$ cat src/rtl/pwu_mt_pkg.sv
// Shared types, default parameter values and helpers for the multi-walker page-walk unit.
// The optional checker stage is controlled by the PWU_MT_CHECKER_EN macro.
package pwu_mt_pkg;

  localparam int unsigned NUM_WALKERS_D = 4;
  localparam int unsigned VA_W_D        = 32;
  localparam int unsigned PA_W_D        = 28;
  localparam int unsigned PAGE_OFF_W_D  = 12;
  localparam int unsigned IDX_W_D       = 10;
  localparam int unsigned PWC_W_D       = 16;
  localparam int unsigned PTE_W_D       = 32;

  typedef enum logic [2:0] {
    W_IDLE,
    W_PWC_REQ,
    W_PWC_WAIT,
    W_L1_REQ,
    W_L1_WAIT,
    W_CH_REQ,
    W_CH_WAIT,
    W_DONE
  } walker_state_e;

  // Bits of a PTE above the physical frame number; any of them set means a fault.
  function automatic logic [63:0] pte_fault_mask(input int unsigned pte_w,
                                                 input int unsigned pfn_w);
    logic [63:0] m;
    m = '0;
    for (int unsigned i = 0; i < 64; i++) begin
      if (i >= pfn_w && i < pte_w) m[i] = 1'b1;
    end
    return m;
  endfunction

endpackage

$ cat src/rtl/pwu_mt_walker.sv
// One page-walk FSM: holds the VA, PW-cache table base, frame number and fault flag.
// Checker states and ports exist only with PWU_MT_CHECKER_EN.
module pwu_mt_walker
  import pwu_mt_pkg::*;
#(
  parameter int unsigned TAG_W      = 2,
  parameter int unsigned MY_TAG     = 0,
  parameter int unsigned VA_W       = VA_W_D,
  parameter int unsigned PA_W       = PA_W_D,
  parameter int unsigned PAGE_OFF_W = PAGE_OFF_W_D,
  parameter int unsigned PWC_W      = PWC_W_D,
  parameter int unsigned PTE_W      = PTE_W_D
) (
  input  logic                 clk_i,
  input  logic                 rst_i,
  input  logic                 i_alloc,
  input  logic [VA_W-1:0]      i_va,
  input  logic                 i_pwc_hs,
  input  logic                 i_pwc_rsp_vld,
  input  logic [TAG_W-1:0]     i_pwc_rsp_tag,
  input  logic                 i_pwc_rsp_hit,
  input  logic [PWC_W-1:0]     i_pwc_rsp_data,
  input  logic                 i_l1_hs,
  input  logic                 i_l1_rsp_vld,
  input  logic [TAG_W-1:0]     i_l1_rsp_tag,
  input  logic [PTE_W-1:0]     i_l1_rsp_data,
`ifdef PWU_MT_CHECKER_EN
  input  logic                 i_ch_hs,
  input  logic                 i_ch_rsp_vld,
  input  logic [TAG_W-1:0]     i_ch_rsp_tag,
  input  logic                 i_ch_rsp_fault,
`endif
  input  logic                 i_retire,
  output walker_state_e        o_state,
  output logic [VA_W-1:0]      o_va,
  output logic [PWC_W-1:0]     o_pwc_data,
  output logic [PA_W-1:0]      o_pa,
  output logic                 o_fault
);

  localparam int unsigned PFN_W = PA_W - PAGE_OFF_W;
  localparam logic [63:0] MASK64 = pte_fault_mask(PTE_W, PFN_W);
  localparam logic [PTE_W-1:0] FAULT_MASK = MASK64[PTE_W-1:0];

  walker_state_e      r_state;
  logic [VA_W-1:0]    r_va;
  logic [PWC_W-1:0]   r_pwc_data;
  logic [PFN_W-1:0]   r_pfn;
  logic               r_fault;

  logic w_pwc_mine;
  logic w_l1_mine;
  assign w_pwc_mine = i_pwc_rsp_vld && (i_pwc_rsp_tag == TAG_W'(MY_TAG));
  assign w_l1_mine  = i_l1_rsp_vld  && (i_l1_rsp_tag  == TAG_W'(MY_TAG));
`ifdef PWU_MT_CHECKER_EN
  logic w_ch_mine;
  assign w_ch_mine  = i_ch_rsp_vld  && (i_ch_rsp_tag  == TAG_W'(MY_TAG));
`endif

  always_ff @(posedge clk_i or posedge rst_i) begin
    if (rst_i) begin
      r_state    <= W_IDLE;
      r_va       <= '0;
      r_pwc_data <= '0;
      r_pfn      <= '0;
      r_fault    <= 1'b0;
    end else begin
      case (r_state)
        W_IDLE: if (i_alloc) begin
          r_va    <= i_va;
          r_pfn   <= '0;
          r_fault <= 1'b0;
          r_state <= W_PWC_REQ;
        end
        W_PWC_REQ: if (i_pwc_hs) r_state <= W_PWC_WAIT;
        W_PWC_WAIT: if (w_pwc_mine) begin
          // A miss finishes the walk immediately with a fault, skipping L1 and checker.
          if (i_pwc_rsp_hit) begin
            r_pwc_data <= i_pwc_rsp_data;
            r_state    <= W_L1_REQ;
          end else begin
            r_fault    <= 1'b1;
            r_state    <= W_DONE;
          end
        end
        W_L1_REQ: if (i_l1_hs) r_state <= W_L1_WAIT;
        W_L1_WAIT: if (w_l1_mine) begin
          r_pfn   <= i_l1_rsp_data[PFN_W-1:0];
          r_fault <= |(i_l1_rsp_data & FAULT_MASK);
`ifdef PWU_MT_CHECKER_EN
          r_state <= W_CH_REQ;
`else
          r_state <= W_DONE;
`endif
        end
`ifdef PWU_MT_CHECKER_EN
        W_CH_REQ: if (i_ch_hs) r_state <= W_CH_WAIT;
        W_CH_WAIT: if (w_ch_mine) begin
          r_fault <= r_fault | i_ch_rsp_fault;
          r_state <= W_DONE;
        end
`endif
        W_DONE: if (i_retire) r_state <= W_IDLE;
        default: r_state <= W_IDLE;
      endcase
    end
  end

  assign o_state    = r_state;
  assign o_va       = r_va;
  assign o_pwc_data = r_pwc_data;
  assign o_pa       = {r_pfn, r_va[PAGE_OFF_W-1:0]};
  assign o_fault    = r_fault;

endmodule

$ cat src/rtl/pwu_mt.sv
// Multi-walker page-walk unit: ring of walkers, oldest-first locked arbiters, in-order retire.
// Define PWU_MT_CHECKER_EN to add the checker stage and its ports.
module pwu_mt
  import pwu_mt_pkg::*;
#(
  parameter int unsigned NUM_WALKERS = NUM_WALKERS_D,
  parameter int unsigned VA_W        = VA_W_D,
  parameter int unsigned PA_W        = PA_W_D,
  parameter int unsigned PAGE_OFF_W  = PAGE_OFF_W_D,
  parameter int unsigned IDX_W       = IDX_W_D,
  parameter int unsigned PWC_W       = PWC_W_D,
  parameter int unsigned PTE_W       = PTE_W_D,
  localparam int unsigned TAG_W      = $clog2(NUM_WALKERS)
) (
  input  logic                       clk_i,
  input  logic                       rst_i,
  input  logic [VA_W-1:0]            va_i,
  input  logic                       va_vld_i,
  output logic                       va_rdy_o,
  output logic [VA_W-PAGE_OFF_W-1:0] pwc_req_vpn_o,
  output logic [TAG_W-1:0]           pwc_req_tag_o,
  output logic                       pwc_req_vld_o,
  input  logic                       pwc_req_rdy_i,
  input  logic [PWC_W-1:0]           pwc_rsp_data_i,
  input  logic                       pwc_rsp_hit_i,
  input  logic [TAG_W-1:0]           pwc_rsp_tag_i,
  input  logic                       pwc_rsp_vld_i,
  output logic [PWC_W+IDX_W-1:0]     l1_req_addr_o,
  output logic [TAG_W-1:0]           l1_req_tag_o,
  output logic                       l1_req_vld_o,
  input  logic                       l1_req_rdy_i,
  input  logic [PTE_W-1:0]           l1_rsp_data_i,
  input  logic [TAG_W-1:0]           l1_rsp_tag_i,
  input  logic                       l1_rsp_vld_i,
`ifdef PWU_MT_CHECKER_EN
  output logic [PA_W-1:0]            ch_req_pa_o,
  output logic [TAG_W-1:0]           ch_req_tag_o,
  output logic                       ch_req_vld_o,
  input  logic                       ch_req_rdy_i,
  input  logic                       ch_rsp_fault_i,
  input  logic [TAG_W-1:0]           ch_rsp_tag_i,
  input  logic                       ch_rsp_vld_i,
`endif
  output logic [PA_W-1:0]            pa_o,
  output logic                       pa_fault_o,
  output logic                       pa_vld_o,
  input  logic                       pa_rdy_i
);

  logic [TAG_W-1:0] r_alloc_ptr, r_ret_ptr;
  logic             r_pwc_lock, r_l1_lock;
  logic [TAG_W-1:0] r_pwc_lock_tag, r_l1_lock_tag;

  walker_state_e    w_state    [NUM_WALKERS];
  logic [VA_W-1:0]  w_va       [NUM_WALKERS];
  logic [PWC_W-1:0] w_pwc_data [NUM_WALKERS];
  logic [PA_W-1:0]  w_pa       [NUM_WALKERS];
  logic             w_fault    [NUM_WALKERS];

  logic [NUM_WALKERS-1:0] w_pwc_reqv, w_l1_reqv, w_alloc_v, w_retire_v, w_pwc_hs_v, w_l1_hs_v;
  logic [TAG_W:0]   w_pwc_pick, w_l1_pick;
  logic [TAG_W-1:0] w_pwc_gnt, w_l1_gnt;
  logic             w_pwc_vld, w_l1_vld, w_pwc_hs, w_l1_hs, w_va_acc, w_pa_hs;

  // Scans from youngest to oldest so the last hit is the walker closest to ret_ptr.
  function automatic logic [TAG_W:0] pick_oldest(input logic [NUM_WALKERS-1:0] req,
                                                 input logic [TAG_W-1:0] base);
    logic [TAG_W:0]   res;
    logic [TAG_W-1:0] idx;
    res = '0;
    for (int unsigned k = NUM_WALKERS; k > 0; k--) begin
      idx = base + TAG_W'(k - 1);
      if (req[idx]) res = {1'b1, idx};
    end
    return res;
  endfunction

  assign w_pwc_pick = pick_oldest(w_pwc_reqv, r_ret_ptr);
  assign w_pwc_gnt  = r_pwc_lock ? r_pwc_lock_tag : w_pwc_pick[TAG_W-1:0];
  assign w_pwc_vld  = r_pwc_lock | w_pwc_pick[TAG_W];
  assign w_pwc_hs   = w_pwc_vld & pwc_req_rdy_i;

  assign w_l1_pick  = pick_oldest(w_l1_reqv, r_ret_ptr);
  assign w_l1_gnt   = r_l1_lock ? r_l1_lock_tag : w_l1_pick[TAG_W-1:0];
  assign w_l1_vld   = r_l1_lock | w_l1_pick[TAG_W];
  assign w_l1_hs    = w_l1_vld & l1_req_rdy_i;

  assign va_rdy_o   = (w_state[r_alloc_ptr] == W_IDLE);
  assign w_va_acc   = va_vld_i & va_rdy_o;
  assign pa_vld_o   = (w_state[r_ret_ptr] == W_DONE);
  assign w_pa_hs    = pa_vld_o & pa_rdy_i;

`ifdef PWU_MT_CHECKER_EN
  logic [NUM_WALKERS-1:0] w_ch_reqv, w_ch_hs_v;
  logic                   r_ch_lock;
  logic [TAG_W-1:0]       r_ch_lock_tag, w_ch_gnt;
  logic [TAG_W:0]         w_ch_pick;
  logic                   w_ch_vld, w_ch_hs;

  assign w_ch_pick = pick_oldest(w_ch_reqv, r_ret_ptr);
  assign w_ch_gnt  = r_ch_lock ? r_ch_lock_tag : w_ch_pick[TAG_W-1:0];
  assign w_ch_vld  = r_ch_lock | w_ch_pick[TAG_W];
  assign w_ch_hs   = w_ch_vld & ch_req_rdy_i;

  always_comb begin
    w_ch_reqv = '0;
    w_ch_hs_v = '0;
    for (int unsigned i = 0; i < NUM_WALKERS; i++) begin
      w_ch_reqv[i] = (w_state[i] == W_CH_REQ);
      w_ch_hs_v[i] = w_ch_hs && (w_ch_gnt == TAG_W'(i));
    end
  end

  always_ff @(posedge clk_i or posedge rst_i) begin
    if (rst_i) begin
      r_ch_lock     <= 1'b0;
      r_ch_lock_tag <= '0;
    end else if (w_ch_hs) begin
      r_ch_lock     <= 1'b0;
    end else if (w_ch_vld) begin
      r_ch_lock     <= 1'b1;
      r_ch_lock_tag <= w_ch_gnt;
    end
  end

  assign ch_req_vld_o = w_ch_vld;
  assign ch_req_tag_o = w_ch_vld ? w_ch_gnt : '0;
  assign ch_req_pa_o  = w_ch_vld ? w_pa[w_ch_gnt] : '0;
`endif

  always_comb begin
    w_pwc_reqv = '0;
    w_l1_reqv  = '0;
    w_alloc_v  = '0;
    w_retire_v = '0;
    w_pwc_hs_v = '0;
    w_l1_hs_v  = '0;
    for (int unsigned i = 0; i < NUM_WALKERS; i++) begin
      w_pwc_reqv[i] = (w_state[i] == W_PWC_REQ);
      w_l1_reqv[i]  = (w_state[i] == W_L1_REQ);
      w_alloc_v[i]  = w_va_acc && (r_alloc_ptr == TAG_W'(i));
      w_retire_v[i] = w_pa_hs  && (r_ret_ptr   == TAG_W'(i));
      w_pwc_hs_v[i] = w_pwc_hs && (w_pwc_gnt   == TAG_W'(i));
      w_l1_hs_v[i]  = w_l1_hs  && (w_l1_gnt    == TAG_W'(i));
    end
  end

  // A request shown with rdy low pins the grant until its handshake.
  always_ff @(posedge clk_i or posedge rst_i) begin
    if (rst_i) begin
      r_alloc_ptr    <= '0;
      r_ret_ptr      <= '0;
      r_pwc_lock     <= 1'b0;
      r_pwc_lock_tag <= '0;
      r_l1_lock      <= 1'b0;
      r_l1_lock_tag  <= '0;
    end else begin
      if (w_va_acc) r_alloc_ptr <= r_alloc_ptr + TAG_W'(1);
      if (w_pa_hs)  r_ret_ptr   <= r_ret_ptr + TAG_W'(1);
      if (w_pwc_hs) begin
        r_pwc_lock     <= 1'b0;
      end else if (w_pwc_vld) begin
        r_pwc_lock     <= 1'b1;
        r_pwc_lock_tag <= w_pwc_gnt;
      end
      if (w_l1_hs) begin
        r_l1_lock      <= 1'b0;
      end else if (w_l1_vld) begin
        r_l1_lock      <= 1'b1;
        r_l1_lock_tag  <= w_l1_gnt;
      end
    end
  end

  for (genvar g = 0; g < NUM_WALKERS; g++) begin : g_walker
    pwu_mt_walker #(
      .TAG_W      (TAG_W),
      .MY_TAG     (g),
      .VA_W       (VA_W),
      .PA_W       (PA_W),
      .PAGE_OFF_W (PAGE_OFF_W),
      .PWC_W      (PWC_W),
      .PTE_W      (PTE_W)
    ) u_walker (
      .clk_i          (clk_i),
      .rst_i          (rst_i),
      .i_alloc        (w_alloc_v[g]),
      .i_va           (va_i),
      .i_pwc_hs       (w_pwc_hs_v[g]),
      .i_pwc_rsp_vld  (pwc_rsp_vld_i),
      .i_pwc_rsp_tag  (pwc_rsp_tag_i),
      .i_pwc_rsp_hit  (pwc_rsp_hit_i),
      .i_pwc_rsp_data (pwc_rsp_data_i),
      .i_l1_hs        (w_l1_hs_v[g]),
      .i_l1_rsp_vld   (l1_rsp_vld_i),
      .i_l1_rsp_tag   (l1_rsp_tag_i),
      .i_l1_rsp_data  (l1_rsp_data_i),
`ifdef PWU_MT_CHECKER_EN
      .i_ch_hs        (w_ch_hs_v[g]),
      .i_ch_rsp_vld   (ch_rsp_vld_i),
      .i_ch_rsp_tag   (ch_rsp_tag_i),
      .i_ch_rsp_fault (ch_rsp_fault_i),
`endif
      .i_retire       (w_retire_v[g]),
      .o_state        (w_state[g]),
      .o_va           (w_va[g]),
      .o_pwc_data     (w_pwc_data[g]),
      .o_pa           (w_pa[g]),
      .o_fault        (w_fault[g])
    );
  end

  assign pwc_req_vld_o = w_pwc_vld;
  assign pwc_req_tag_o = w_pwc_vld ? w_pwc_gnt : '0;
  assign pwc_req_vpn_o = w_pwc_vld ? w_va[w_pwc_gnt][VA_W-1:PAGE_OFF_W] : '0;
  assign l1_req_vld_o  = w_l1_vld;
  assign l1_req_tag_o  = w_l1_vld ? w_l1_gnt : '0;
  assign l1_req_addr_o = w_l1_vld ? {w_pwc_data[w_l1_gnt], w_va[w_l1_gnt][PAGE_OFF_W +: IDX_W]} : '0;
  assign pa_o          = pa_vld_o ? w_pa[r_ret_ptr] : '0;
  assign pa_fault_o    = pa_vld_o ? w_fault[r_ret_ptr] : 1'b0;

endmodule
$ cat config.mk
export PLATFORM = sky130hd
export DESIGN_NAME = pwu_mt
export DESIGN_NICKNAME = d
export VERILOG_FILES = /design/src/rtl/pwu_mt_pkg.sv /design/src/rtl/pwu_mt_walker.sv /design/src/rtl/pwu_mt.sv
export SDC_FILE = /design/constraint.sdc
export NUM_CORES = 1
export LEC_CHECK = 0
export BUFFER_PORTS_ARGS = -buffer_cell sky130_fd_sc_hd__buf_2
export CAP_MARGIN = 10
export CORE_AREA = 5 5 209 211
export DETAILED_ROUTE_END_ITERATION = 16
export DIE_AREA = 0 0 214 216
export PLACE_DENSITY = 0.57
export SYNTH_ARGS = -nofsm -noshare
export SYNTH_HDL_FRONTEND = slang
export SYNTH_SLANG_ARGS = --single-unit
$ cat constraint.sdc
create_clock -name clk_i -period 9.6 [get_ports clk_i]
set_clock_uncertainty 0.1 [all_clocks]
set_input_delay 1.92 -clock clk_i [delete_from_list [all_inputs] [get_ports clk_i]]
set_output_delay 1.92 -clock clk_i [all_outputs]
set_load 0.02 [all_outputs]
## Word level (Yosys, flattened, before mapping)

Cells that the tools add are included.
Widths: inputs -> output; s select.

- Multipliers: 0
- $add $sub $neg: 4
- Reductions and logical operators: 68
- $lt $le $gt $ge: 8
- Bitwise operators: 12
- Shift operators: 0
- Divide/modulo/power cells: 0
- Muxes and demuxes: 115
- Eq/ne operators: 67

Operators with widths:

| cell | count |
|---|---|
| $mux 16 | 10 |
| $bmux 32 s2 | 2 |
| $pmux 16 s2 | 4 |
| $mux 3 | 37 |
| $mux 28 | 3 |
| $pmux 3 s6 | 4 |
| $mux 32 | 2 |
| $bmux 28 s2 | 1 |
| $ne 2x1->1 const B | 24 |
| $mux 22 | 2 |
| $bmux 16 s2 | 1 |
| $mux 1 | 28 |
| $eq 3x3->1 const B | 9 |
| $mux 26 | 1 |
| $eq 2x2->1 const B | 12 |
| $eq 3x2->1 const B | 8 |
| $logic_and 1x1->1 | 24 |
| $reduce_and 3->1 | 8 |
| $reduce_and 6->1 | 4 |
| $mux 20 | 1 |
| $reduce_and 5->1 | 4 |
| $bmux 1 s2 | 9 |
| $reduce_or 16->1 | 1 |
| $logic_not 3->1 | 5 |
| other kinds (18) | 70 |

- Logic and storage cells: 300
- Bits of input ports: 93
- Bits in read-only memories: 0
- Bits in latches: 0
- Output and inout port bits: 83
- Bits in writable memories: 0
- Memories: 0
- Flip-flop bits (word level): 282

## Longest topological paths before layout

- Word-level depth: 13
- Mapped depth: 11
- Mapped depth without buffers: 9

## Cells and area by module

Synthesis repeated with hierarchy kept, for this count alone.

- Cell total of the unflattened synthesis: 1,256
- Area, all modules: 15,119.5 um^2

By module, submodules not included:

| module | instances | sequential area each (um^2) | area an instance (um^2) | cells each |
|---|---|---|---|---|
| pwu_mt_walker at g_walker[1].u_walker ... | 2 | 1,701.6 | 2,941.6 | 223 |
| pwu_mt | 1 | 250.2 | 3,482.1 | 364 |
| pwu_mt_walker at g_walker[3].u_walker | 1 | 1,701.6 | 2,904.0 | 223 |
| pwu_mt_walker at g_walker[0].u_walker | 1 | 1,701.6 | 2,850.2 | 223 |

## Worst setup path before layout

Ideal clock, no wire load.

- Kind: register to output
- From: register r_ret_ptr[0]
- To: output l1_req_addr_o[16]
- Stages on the path, launching flop included: 10
- Data required time: 7.580 ns
- Arrival time: 2.794 ns
- Path slack: 4.786 ns
- Buffers on the path: 3
- Cell sequence: dfrtp_1 buf_4 inv_2 ha_1 mux4_2 o21a_1 o31a_2 buf_6 buf_2 a211oi_1

- Word-level cells in the longest chain between the ends: 13
- Elaborated cells between the ends (all ways): 22
- Classes of those cells: add/sub: 3; mux: 17; bitwise: 2

Ends and longest elaborated chain:

| what | line | source |
|---|---|---|
| from (decl) | pwu_mt.sv:50 | `logic [TAG_W-1:0] r_alloc_ptr, r_ret_ptr;` |
| from (signal assigned) | pwu_mt.sv:159 | `if (w_pa_hs) r_ret_ptr <= r_ret_ptr + TAG_W'(1);` |
| $add 2x2->2 | pwu_mt.sv:72 | `idx = base + TAG_W'(k - 1);` |
| $bmux 1 s2 | pwu_mt.sv:73 | `if (req[idx]) res = {1'b1, idx};` |
| $mux 1 (not written as such) | pwu_mt.sv:73 |  |
| $mux 3 (3 in a row) | pwu_mt.sv:73 |  |
| $mux 3 (*) | pwu_mt.sv:73 |  |
| $mux 2 | pwu_mt.sv:84 | `assign w_l1_gnt = r_l1_lock ? r_l1_lock_tag : w_l1_pick[TAG_W-1:0];` |
| $not 2->3 (not written as such) | pwu_mt.sv:218 | `assign l1_req_addr_o = w_l1_vld ? {w_pwc_data[w_l1_gnt], w_va[w_l1_gnt][PAGE_OFF_W +: IDX_W]} : '0;` |
| $bmux 16 s2 | pwu_mt.sv:218 |  |
| $mux 16 (not written as such) (2 in a row) | pwu_mt.sv:218 |  |
| $mux 26 (*) | pwu_mt.sv:218 |  |
| to (decl) | pwu_mt.sv:28 | `output logic [PWC_W+IDX_W-1:0] l1_req_addr_o,` |

Every way passes the cells marked *; elsewhere a longest branch is shown, timed or not. The select of a mux whose other input is x is not followed.

## Final worst setup path

- From: register r_ret_ptr[1]
- To: output l1_req_addr_o[6]

- Word-level cells in the longest chain between the ends: 13
- Elaborated cells between the ends (all ways): 22
- Classes of those cells: add/sub: 3; mux: 17; bitwise: 2

Ends and longest elaborated chain:

| what | line |
|---|---|
| $add 2x2->2 | pwu_mt.sv:72 |
| $bmux 1 s2 | pwu_mt.sv:73 |
| $mux 1 (not written as such) | pwu_mt.sv:73 |
| $mux 3 (3 in a row) | pwu_mt.sv:73 |
| $mux 3 (*) | pwu_mt.sv:73 |
| $mux 2 | pwu_mt.sv:84 |
| $not 2->3 (not written as such) | pwu_mt.sv:218 |
| $bmux 32 s2 | pwu_mt.sv:218 |
| $mux 22 (not written as such) (2 in a row) | pwu_mt.sv:218 |
| $mux 26 (*) | pwu_mt.sv:218 |

Marked as above.

==> results by group <==
Min path
  – Hold Path Depth: 1
  – Hold endpoint: g_walker[2].u_walker.o_pwc_data[7]
  – Hold crit path type: flip-flop to flip-flop
  – Hold_sp: g_walker[2].u_walker.o_pwc_data[7]

Logic synthesis
  – Synthesized area: roughly 14000 um^2
  – Syn nets: approximately 1300
  – Synth area leaders: dfrtp_1 (49%), mux2_2 (15%), mux4_2 (5.2%)
  – Sequential element share of the synthesized area: 0.492
  – Post-synth EDFFs: 0
  – Syn avg cell area: 12.0 um^2
  – Ys async rst share: 1.00
  – Yosys reg bits: about 280
  – Post-synthesis instance total: roughly 1200
  – Area leader, netlist: dfrtp_1
  – Synth cell count leaders: dfrtp_1 (282), mux2_2 (191), nand2_1 (97)
  – Warnings, synthesis: 0
  – Most used DFF post-synth: dfrtp_1
  – Most common cell in the netlist: dfrtp_1
  – Synth unique cells: 74
  – Synth top area share: 0.492

Setup path
  – Delay-heaviest family, CP: buffers and inverters
  – Worst-path cell with the longest stage delay: buf_4
  – Crit path depth: 10
  – Largest stage delay on the critical path: 0.56 ns
  – CP cell instances: buf_4 > inv_1 > ha_1 > mux4_2 > o41ai_1 > o31a_2 > buf_4 > a211oi_1 > a211oi_1 > buf_2
  – Crit Path Class: flip-flop to output pin
  – Crit path from: r_ret_ptr[1]
  – Max Fanout on Critical Path: 46
  – WP data arrival: ~4.5 ns
  – Required time worst endpoint: between 7 and 8 ns
  – Reg2reg start: r_ret_ptr[1]
  – Startpoint Class: flip-flop
  – Worst Reg-to-Reg Cells: 8
  – RR Endpoint: r_l1_lock_tag[0]
  – CP Capture Type: output pin
  – CP bufs+invs: 4
  – Reg2reg setup slack: about 6.0 ns

STA
  – Clock period minus worst slack: between 6 and 7 ns
  – Fin. max-slew vios: 0
  – Final worst slack: a little over 3 ns
  – Slew @ Worst Pin: between 1 and 1.5 ns
  – RSZ-0062 raised after global routing: false
  – Hold Vio Cnt, Final: 0
  – Relative slew slack: 0.283
  – F_max: 0.153 GHz
  – Final setup TNS: 0 ns
  – Final Cycle Share: 0.681
  – # setup viols final: 0

Floorplanning
  – Core area: about 42000 um^2
  – Die Y: approximately 220 um
  – Die X: ~210 um
  – I/O pin cnt: 176
  – Die ar.: roughly 46000 um^2
  – Num rows: 75
  – Starting Density: 0.345

Placed design
  – GPL Wtd Cong: ~0.81
  – Placed insts: 1833
  – Port Buf Inserts: between 150 and 200
  – Post-Place Worst Slack: approximately 3.6 ns
  – Detailed Place HPWL: 24500 um

Route
  – Vias per cell: around 5.4
  – Routed len/inst: 20.5 um
  – Antenna-violating nets left: 0
  – Iter 0 DRT Violations: between 600 and 700
  – DRT Pass-1 Iters: 6
  – Metal-1 WL: roughly 17000 um
  – Final wirelength: a little under 40000 um
  – Routed met3 length: approximately 2000 um
  – Routed wl met2: between 15000 and 20000 um
  – Drt drc: 0
  – Vias: just over 10000
  – Top layer reached by signal wires: met5

Final layout
  – Filler cells: approximately 4000
  – Syn-to-layout area delta: 17.5%
  – Final non-filler cell total: ~1900
  – Multi-input logic area: 6820 um^2
  – Share of layout cells above drive strength 1: 0.360
  – Final #Nets: 1433
  – FF+latch area: 7060 um^2

Clock tree
  – CTS buffer count: 36
  – Root Driver: clkbuf_16
  – Post-CTS sizing: 0
  – Worst-path clk slew: roughly 0.050 ns
  – Maximum clock path buffer count: 3
  – # Post-CTS Setup Buffers: 0
  – CTS Sinks: between 200 and 300
  – Hold_buf cts: 0
  – CTS HTree Levels: 2
  – CTS tree: built
  – Worst-skew pair later-pin latency: between 0.5 and 0.6 ns

Flow run
  – Max-cap violations: 0

Run status
  – Status: completed

GRT
  – Initial antenna violation count: 5
  – Vias in the first global route: around 11000
  – First-pass GRT wire length: 62300 um
  – Grt ovf: 0
  – Gr usage total: 0.167
  – Largest net degree at the start of global routing: between 150 and 200

Power
  – Overall Power: around 6.5 mW
  – P_leak: 7.91 nW
  – Pwr dens: 386 nW/um^2
  – Maximum vdd ir drop: around 0.00026 V
metrics by stage:
step,hold WS [ns],util,area [um^2]
floorplan,0.357,-,14300
global placement,0.373,0.376,15600
detailed placement,0.382,0.376,15600
CTS,0.396,0.405,16800
global route,0.409,0.405,16800
finish,0.393,0.405,16800
layout by cell type (no fill, tap or decap), types with 5 or more instances in the layout:
master | netlist | layout
diode_2 | 0 | 5
nor2b_1 | 60 | 60
nand2_1 | 97 | 97
clkinv_2 | 0 | 5
or3_1 | 6 | 5
mux4_2 | 33 | 33
mux2i_1 | 70 | 70
ha_1 | 8 | 8
o22ai_1 | 23 | 23
mux2_2 | 191 | 191
inv_1 | 16 | 15
a211oi_1 | 57 | 57
a21oi_1 | 14 | 14
nor3_1 | 9 | 8
clkbuf_16 | 0 | 36
a22o_1 | 34 | 34
dfrtp_1 | 282 | 280
buf_2 | 20 | 175
nor2_1 | 30 | 30
o31ai_1 | 5 | 5
o21ai_0 | 16 | 16
clkbuf_1 | 50 | 8
nand3_1 | 46 | 43
nand3b_1 | 7 | 7
buf_4 | 4 | 15
clkbuf_8 | 0 | 5
and3_1 | 5 | 5
nor4_1 | 6 | 6
sequential cells by signal (all words and copies together), names as in the netlist:
register,count
g_walker.u_walker.r_pfn,64
g_walker.u_walker.o_fault,4
g_walker.u_walker.o_va,128
r_l1_lock,1
r_alloc_ptr,2
r_ret_ptr,2
r_pwc_lock,1
r_pwc_lock_tag,2
r_l1_lock_tag,2
g_walker.u_walker.o_pwc_data,64
g_walker.u_walker.o_state,12
cell families after synthesis:
family	Yosys count	share of synthesized area
compound gates	194	0.101
xor+xnor	2	0.00122
flops	282	0.492
buf+inv	109	0.0343
simple gates	302	0.111
mux	297	0.253
fa+ha+maj	8	0.00699
where the power goes:
group	internal, mW	total (mW)	switching (mW)	leakage, nW
Combinational	1.34	3.05	1.71	3.64
Sequential	1.72	2.08	0.358	3.69
Clock	0.819	1.37	0.547	0.581
Total	3.88	6.50	2.62	7.91
routing by layer:
metal | track usage | vias to the layer above
met2 | 0.275 | 234
met1 | 0.218 | 5213
met5 | 0 | -
li1 | - | 4696
met4 | 0.0588 | 6
met3 | 0.0383 | 72
how the worst max path moves through the flow:
stage / endpoint / slack, ns
final: l1_req_addr_o[6] / 3.06
after detailed placement: l1_req_addr_o[6] / 3.56
after global placement: l1_req_addr_o[6] / 3.70
after floorplan: g_walker[0].u_walker.o_fault / 3.84
after CTS: l1_req_addr_o[6] / 2.97
after global routing: l1_req_addr_o[6] / 2.73
cell type report:
cell class	count	share of cell area
diodes	5	0.000743
clock buffers	49	0.0594
clock inverters	15	0.0114
inverters	18	0.00453
multi-input cells	803	0.405
flip-flops and latches	282	0.419
well taps	539	0.0400
repair buffers	191	0.0599
Power figures use the tool's default switching activity.
